--- src/rtl/seq_alu.sv ---
// seq_alu: registered ADD/SUB/AND/OR/XOR/CMP unit behind valid/ready handshakes.
// Define SEQ_ALU_MUL_EN to build the shift-add multiplier for op 110.
module seq_alu #(
  parameter int WIDTH = 4
) (
  input  logic               clk,
  input  logic               rst_n,
  input  logic               in_valid,
  output logic               in_ready,
  input  logic [WIDTH-1:0]   a,
  input  logic [WIDTH-1:0]   b,
  input  logic [2:0]         op,
  output logic               out_valid,
  input  logic               out_ready,
  output logic [2*WIDTH-1:0] y,
  output logic               eq,
  output logic               gt,
  output logic               lt,
  output logic               err
);

  localparam int YW = 2 * WIDTH;
  localparam int CW = $clog2(WIDTH) + 1;
  localparam logic [YW-1:0] ZERO_Y = {YW{1'b0}};
  localparam logic [2:0] OP_ADD = 3'b000;
  localparam logic [2:0] OP_SUB = 3'b001;
  localparam logic [2:0] OP_AND = 3'b010;
  localparam logic [2:0] OP_OR  = 3'b011;
  localparam logic [2:0] OP_XOR = 3'b100;
  localparam logic [2:0] OP_CMP = 3'b101;
  localparam logic [2:0] OP_MUL = 3'b110;

`ifdef SEQ_ALU_MUL_EN
  typedef enum logic [1:0] {S_IDLE = 2'd0, S_BUSY = 2'd1, S_DONE = 2'd2} state_t;
`else
  typedef enum logic [1:0] {S_IDLE = 2'd0, S_DONE = 2'd2} state_t;
`endif

  state_t          state_q, state_d;
  logic [YW-1:0]   y_q, y_d;
  logic            eq_q, eq_d, gt_q, gt_d, lt_q, lt_d, err_q, err_d;
  logic [WIDTH:0]  sum_s, diff_s;
  logic [YW-1:0]   res_y_s;
  logic            res_eq_s, res_gt_s, res_lt_s, res_err_s;

`ifdef SEQ_ALU_MUL_EN
  localparam logic [CW-1:0] ZERO_C = {CW{1'b0}};
  localparam logic [CW-1:0] ONE_C  = {{(CW-1){1'b0}}, 1'b1};
  localparam logic [CW-1:0] LAST_C = CW'(WIDTH - 1);
  logic [YW-1:0]    acc_q, acc_d, mcand_q, mcand_d, acc_step_s;
  logic [WIDTH-1:0] mplier_q, mplier_d;
  logic [CW-1:0]    cnt_q, cnt_d;
  logic [2:0]       flg_q, flg_d;

  assign acc_step_s = mplier_q[0] ? (acc_q + mcand_q) : acc_q;
`endif

  assign sum_s  = {1'b0, a} + {1'b0, b};
  assign diff_s = {1'b0, a} - {1'b0, b};

  assign in_ready  = (state_q == S_IDLE);
  assign out_valid = (state_q == S_DONE);
  assign y   = y_q;
  assign eq  = eq_q;
  assign gt  = gt_q;
  assign lt  = lt_q;
  assign err = err_q;

  // Single-cycle result of the op currently on the inputs; used only on accept.
  always_comb begin
    res_y_s   = ZERO_Y;
    res_eq_s  = (a == b);
    res_gt_s  = (a > b);
    res_lt_s  = (a < b);
    res_err_s = 1'b0;
    case (op)
      OP_ADD: res_y_s[WIDTH:0]   = sum_s;
      OP_SUB: res_y_s[WIDTH:0]   = diff_s;
      OP_AND: res_y_s[WIDTH-1:0] = a & b;
      OP_OR:  res_y_s[WIDTH-1:0] = a | b;
      OP_XOR: res_y_s[WIDTH-1:0] = a ^ b;
      OP_CMP: res_y_s = ZERO_Y;
`ifdef SEQ_ALU_MUL_EN
      OP_MUL: res_y_s = ZERO_Y;
`endif
      default: begin
        res_y_s   = ZERO_Y;
        res_eq_s  = 1'b0;
        res_gt_s  = 1'b0;
        res_lt_s  = 1'b0;
        res_err_s = 1'b1;
      end
    endcase
  end

  // Next-state and result-register update; outputs hold until the next DONE.
  always_comb begin
    state_d = state_q;
    y_d     = y_q;
    eq_d    = eq_q;
    gt_d    = gt_q;
    lt_d    = lt_q;
    err_d   = err_q;
`ifdef SEQ_ALU_MUL_EN
    acc_d    = acc_q;
    mcand_d  = mcand_q;
    mplier_d = mplier_q;
    cnt_d    = cnt_q;
    flg_d    = flg_q;
`endif
    case (state_q)
      S_IDLE: begin
        if (in_valid) begin
          state_d = S_DONE;
          y_d     = res_y_s;
          eq_d    = res_eq_s;
          gt_d    = res_gt_s;
          lt_d    = res_lt_s;
          err_d   = res_err_s;
`ifdef SEQ_ALU_MUL_EN
          if (op == OP_MUL) begin
            state_d  = S_BUSY;
            y_d      = y_q;
            eq_d     = eq_q;
            gt_d     = gt_q;
            lt_d     = lt_q;
            err_d    = err_q;
            acc_d    = ZERO_Y;
            mcand_d  = {{WIDTH{1'b0}}, a};
            mplier_d = b;
            cnt_d    = ZERO_C;
            flg_d    = {res_eq_s, res_gt_s, res_lt_s};
          end else begin
            state_d = S_DONE;
          end
`endif
        end else begin
          state_d = S_IDLE;
        end
      end
`ifdef SEQ_ALU_MUL_EN
      S_BUSY: begin
        acc_d    = acc_step_s;
        mcand_d  = {mcand_q[YW-2:0], 1'b0};
        mplier_d = {1'b0, mplier_q[WIDTH-1:1]};
        cnt_d    = cnt_q + ONE_C;
        // Final partial product lands straight in y so DONE follows WIDTH busy cycles.
        if (cnt_q == LAST_C) begin
          state_d = S_DONE;
          y_d     = acc_step_s;
          eq_d    = flg_q[2];
          gt_d    = flg_q[1];
          lt_d    = flg_q[0];
          err_d   = 1'b0;
        end else begin
          state_d = S_BUSY;
        end
      end
`endif
      S_DONE: begin
        if (out_ready) begin
          state_d = S_IDLE;
        end else begin
          state_d = S_DONE;
        end
      end
      default: state_d = S_IDLE;
    endcase
  end

  // Control state register.
  always_ff @(posedge clk or negedge rst_n) begin
    if (!rst_n) begin
      state_q <= S_IDLE;
    end else begin
      state_q <= state_d;
    end
  end

  // Result and flag registers.
  always_ff @(posedge clk or negedge rst_n) begin
    if (!rst_n) begin
      y_q   <= ZERO_Y;
      eq_q  <= 1'b0;
      gt_q  <= 1'b0;
      lt_q  <= 1'b0;
      err_q <= 1'b0;
    end else begin
      y_q   <= y_d;
      eq_q  <= eq_d;
      gt_q  <= gt_d;
      lt_q  <= lt_d;
      err_q <= err_d;
    end
  end

`ifdef SEQ_ALU_MUL_EN
  // Shift-add multiplier working registers.
  always_ff @(posedge clk or negedge rst_n) begin
    if (!rst_n) begin
      acc_q    <= ZERO_Y;
      mcand_q  <= ZERO_Y;
      mplier_q <= {WIDTH{1'b0}};
      cnt_q    <= ZERO_C;
      flg_q    <= 3'b000;
    end else begin
      acc_q    <= acc_d;
      mcand_q  <= mcand_d;
      mplier_q <= mplier_d;
      cnt_q    <= cnt_d;
      flg_q    <= flg_d;
    end
  end
`endif

endmodule

--- config.mk ---
export PLATFORM = sky130hd
export DESIGN_NAME = seq_alu
export DESIGN_NICKNAME = d
export VERILOG_FILES = /design/src/rtl/seq_alu.sv
export SDC_FILE = /design/constraint.sdc
export NUM_CORES = 1
export LEC_CHECK = 0
export CORE_MARGIN = 3
export CORE_UTILIZATION = 38
export CTS_CLUSTER_DIAMETER = 40
export DETAILED_ROUTE_END_ITERATION = 12
export MAX_ROUTING_LAYER = met4
export PLACE_DENSITY_LB_ADDON = 0.05
export SYNTH_ARGS = -nofsm -noshare
export SYNTH_HDL_FRONTEND = slang
export SYNTH_SLANG_ARGS = --single-unit
--- constraint.sdc ---
create_clock -name clk -period 1.4 [get_ports clk]
set_input_delay 0.14 -clock clk [delete_from_list [all_inputs] [get_ports clk]]
set_output_delay 0.14 -clock clk [all_outputs]
set_load 0.05 [all_outputs]
==> results of run 1 <==
## layout make-up
cell class                 count  area share (%)
multi-input combinational     79           45.40
timing repair buffer          51           31.22
sequential                    10           16.09
inverter                      14           3.363
tap                           28           2.242
clock buffer                   4           1.681
## flip-flops by register name (all words and copies together) (netlist names)
| register | flops |
|---|---|
| y | 5 |
| eq | 1 |
| err | 1 |
| gt | 1 |
| lt | 1 |
| state_q | 1 |
## through the flow
stage / cell area [sq um] / cells
after floorplan: 973.4 / 111
after detailed placement: 1434 / 181
after global routing: 1563 / 186
after CTS: 1524 / 186
final: 1563 / 186
after global placement: 1434 / 181
## layer usage
metal | vias up | track usage [%] | wire, microns
li1 | 470 | - | -
met1 | 454 | 22.44 | 1114
met2 | 19 | 28.21 | 1204
met3 | 4 | 4.872 | 106
met4 | 0 | 4.068 | 23
met5 | - | - | 0
## how the worst max path moves through the flow
stage	from	endpoint	slack, ns	cells after the start
6_report	a[0]	y[2]	0.04	9
5_1_grt	a[1]	y[3]	0.001	8
4_1_cts	a[0]	y[2]	-0.01	9
3_5_place_dp	b[0]	y[2]	-0.59	8
3_3_place_gp	b[0]	y[1]	-0.55	7
2_1_floorplan	a[0]	y[2]	-0.03	8
## power breakdown
group	switching, mW	total, mW	leakage [nW]	internal [mW]
Clock	0.106	0.216	0.0150	0.110
Combinational	0.465	0.834	0.597	0.369
Sequential	0.0447	0.390	0.122	0.346
## cells in the final DEF, fill, tap and decap left out, types with 2 or more instances in the layout
| cell type | instances |
|---|---|
| a21oi_2 | 3 |
| o21ai_0 | 3 |
| o21ai_2 | 2 |
| clkdlybuf4s15_1 | 2 |
| a211o_1 | 2 |
| ha_4 | 4 |
| buf_2 | 2 |
| nand2b_1 | 2 |
| nor3_1 | 2 |
| nor2_1 | 6 |
| conb_1 | 3 |
| clkdlybuf4s50_1 | 8 |
| nor2b_1 | 2 |
| dfrtp_1 | 9 |
| buf_4 | 30 |
| inv_2 | 4 |
| o21a_1 | 2 |
| a211oi_2 | 2 |
| nand2_1 | 8 |
| a21oi_1 | 5 |
| inv_1 | 10 |
| buf_12 | 6 |
| ha_1 | 7 |
| a22o_1 | 2 |
| clkbuf_4 | 3 |
| o31ai_2 | 2 |
| a31oi_1 | 2 |
## what timing repair did
item                       4_1_cts  5_1_grt
pin swaps                        8        6
setup buffers                    1        0
setup endpoints to repair        7        5
gates resized for setup         24       14
cloned                           0        0
## cell families (layout without fill, tap and decap cells)
family	after synthesis	in the layout
and+or+nand+nor	26	26
adders and majority gates	14	14
buffers and inverters	22	69
AOI/OAI and AO/OA	35	35
DFF	10	10
xor gates and xnor gates	1	1
other	1	3
==> metrics.cfg, run 1 <==
[floorplan]
num_io_pins=29
die_h_microns=56.12
row_count=17
die-area_sq_um=3149
start_util_pct=41.56
dieWidth_microns=56.12
core_area_sq_um=2297

[yosys]
synth_top_area_cell=dfrtp_1
synth_warnings=0
ys_seq_area_share_pct=26.21
synth.area.mux_share_pct=0
ys_top_cells_by_count=14 x inv_1, 12 x ha_1, 10 x dfrtp_1, 8 x nand2_1, 7 x a21oi_1
syn-cell-area_sq_um=954.7
synthCells=109
synthFlopType=dfrtp_1
synth_top_family_by_area=compound AO/OA/AOI/OAI gates
synth_area_leaders=dfrtp_1 26%, ha_1 16%, inv_1 5.5%
ys_ff_latch=10
yosysTopAreaCellShare_pct=26.21
synth-simple-area-share_pct=14.02
synthArstFlopShare_pct=100.0
yosys.cell_count.top_type=inv_1
synthAdderAreaFrac_pct=19.92
synth_compound_area_share_pct=26.74
synth_xor_area_share_pct=0.9174
synth-edff-count=0
synth_cell_type_count=38
avgSynthCellArea_sq_um=8.758

[routing]
wl_per_cell_microns=13.16
vias=947
drtIter0Drc=26
drt_wl_total_microns=2448
dr.pass1.iters=6
drcViolationCount=0
ant_nets=0
via_per_inst=5.091

[final_layout]
finalNetCount=188
nFillCells=196
drive_above_1_share_pct=43.67
final_util_pct=68.03
antenna_cells=0
seq_area_sq_um=251.5
syn_to_final_growth_pct=63.70
multi_input_area_sq_um=709.4

[cts]
cts_htree_levels=1
cts_tree=built
cts_buffer_depth=2
clk_latency_ns=0.27
cts_made_buffers=3
clock-sinks=10
cts.clk_slew.worst_paths_ns=0.07
root_buffer=clkbuf_4
hold_buffers=0

[worst_setup_path]
critPathSlowestCell=fa_2
r2r_start=state_q[1]
worstPathCellList=buf_2 -> inv_2 -> ha_4 -> inv_1 -> fa_2 -> xnor2_1 -> a221oi_1 -> a211o_1 -> a21oi_2
cp_max_fo=2
cp-start-kind=input pin
reg2reg_slack_ns=0.15
cp_data_arrival_time_ns=1.52
required_ns=1.56
path_delay_family=adder cells
path_class=in2reg
reg2regPathDepth=4
crit_path_end_kind=flop
crit_buf_inv=3
critPathMaxStageDelay_ns=0.39
r2r-end=y[3]

[power]
power_mw=1.441
p_per_area_nw_per_um2=922.3
power_leakage_nw=0.7341
vdd_drop_max_uv=886.2

[job]
maxCapViolCount=0

[timing]
min_period_over_period_pct=96.99
finClkSkew_ns=0.006708
max_freq_ghz=0.7365
tns_ns=0
finalSetupViolCount=0
period_needed_ns=1.358
hold_viol_final=0
final_max_slew_viol_count=0
rsz0062_at_grt=no
fin_ws_ns=0.04217
fin_hold_ws_ns=0.1859

[grt]
gr-usage-all-layers_pct=17.76
grt_pass1_vias=959
grt_pass1_wl_microns=4360
grt_max_degree=11
globalRouteOverflowTotal=0
antenna_found_initial=0

[status]
status=finished, final reports clean

[hold_path]
hp-class=in2async

[placed_design]
io_buffers=25
dp_hpwl_microns=1977
place_congestion=0.8213
place_ws_ns=-0.5917

No activity file was read; power rests on OpenSTA's default activity.
==> run 2, diff against run 1 <==
--- a/config.mk
+++ b/config.mk
@@ -7,7 +7,6 @@
 export LEC_CHECK = 0
 export CORE_MARGIN = 3
 export CORE_UTILIZATION = 38
-export CTS_CLUSTER_DIAMETER = 40
 export DETAILED_ROUTE_END_ITERATION = 12
 export MAX_ROUTING_LAYER = met4
 export PLACE_DENSITY_LB_ADDON = 0.05
==> results of run 2 <==
Final layout, timing and power as in run 1 (identical DEF).
==> run 3, diff against run 2 <==
--- a/config.mk
+++ b/config.mk
@@ -10,6 +10,7 @@
 export DETAILED_ROUTE_END_ITERATION = 12
 export MAX_ROUTING_LAYER = met4
 export PLACE_DENSITY_LB_ADDON = 0.05
+export SLEW_MARGIN = 20
 export SYNTH_ARGS = -nofsm -noshare
 export SYNTH_HDL_FRONTEND = slang
 export SYNTH_SLANG_ARGS = --single-unit
==> results of run 3 <==
Final layout, timing and power as in run 1 (identical DEF).
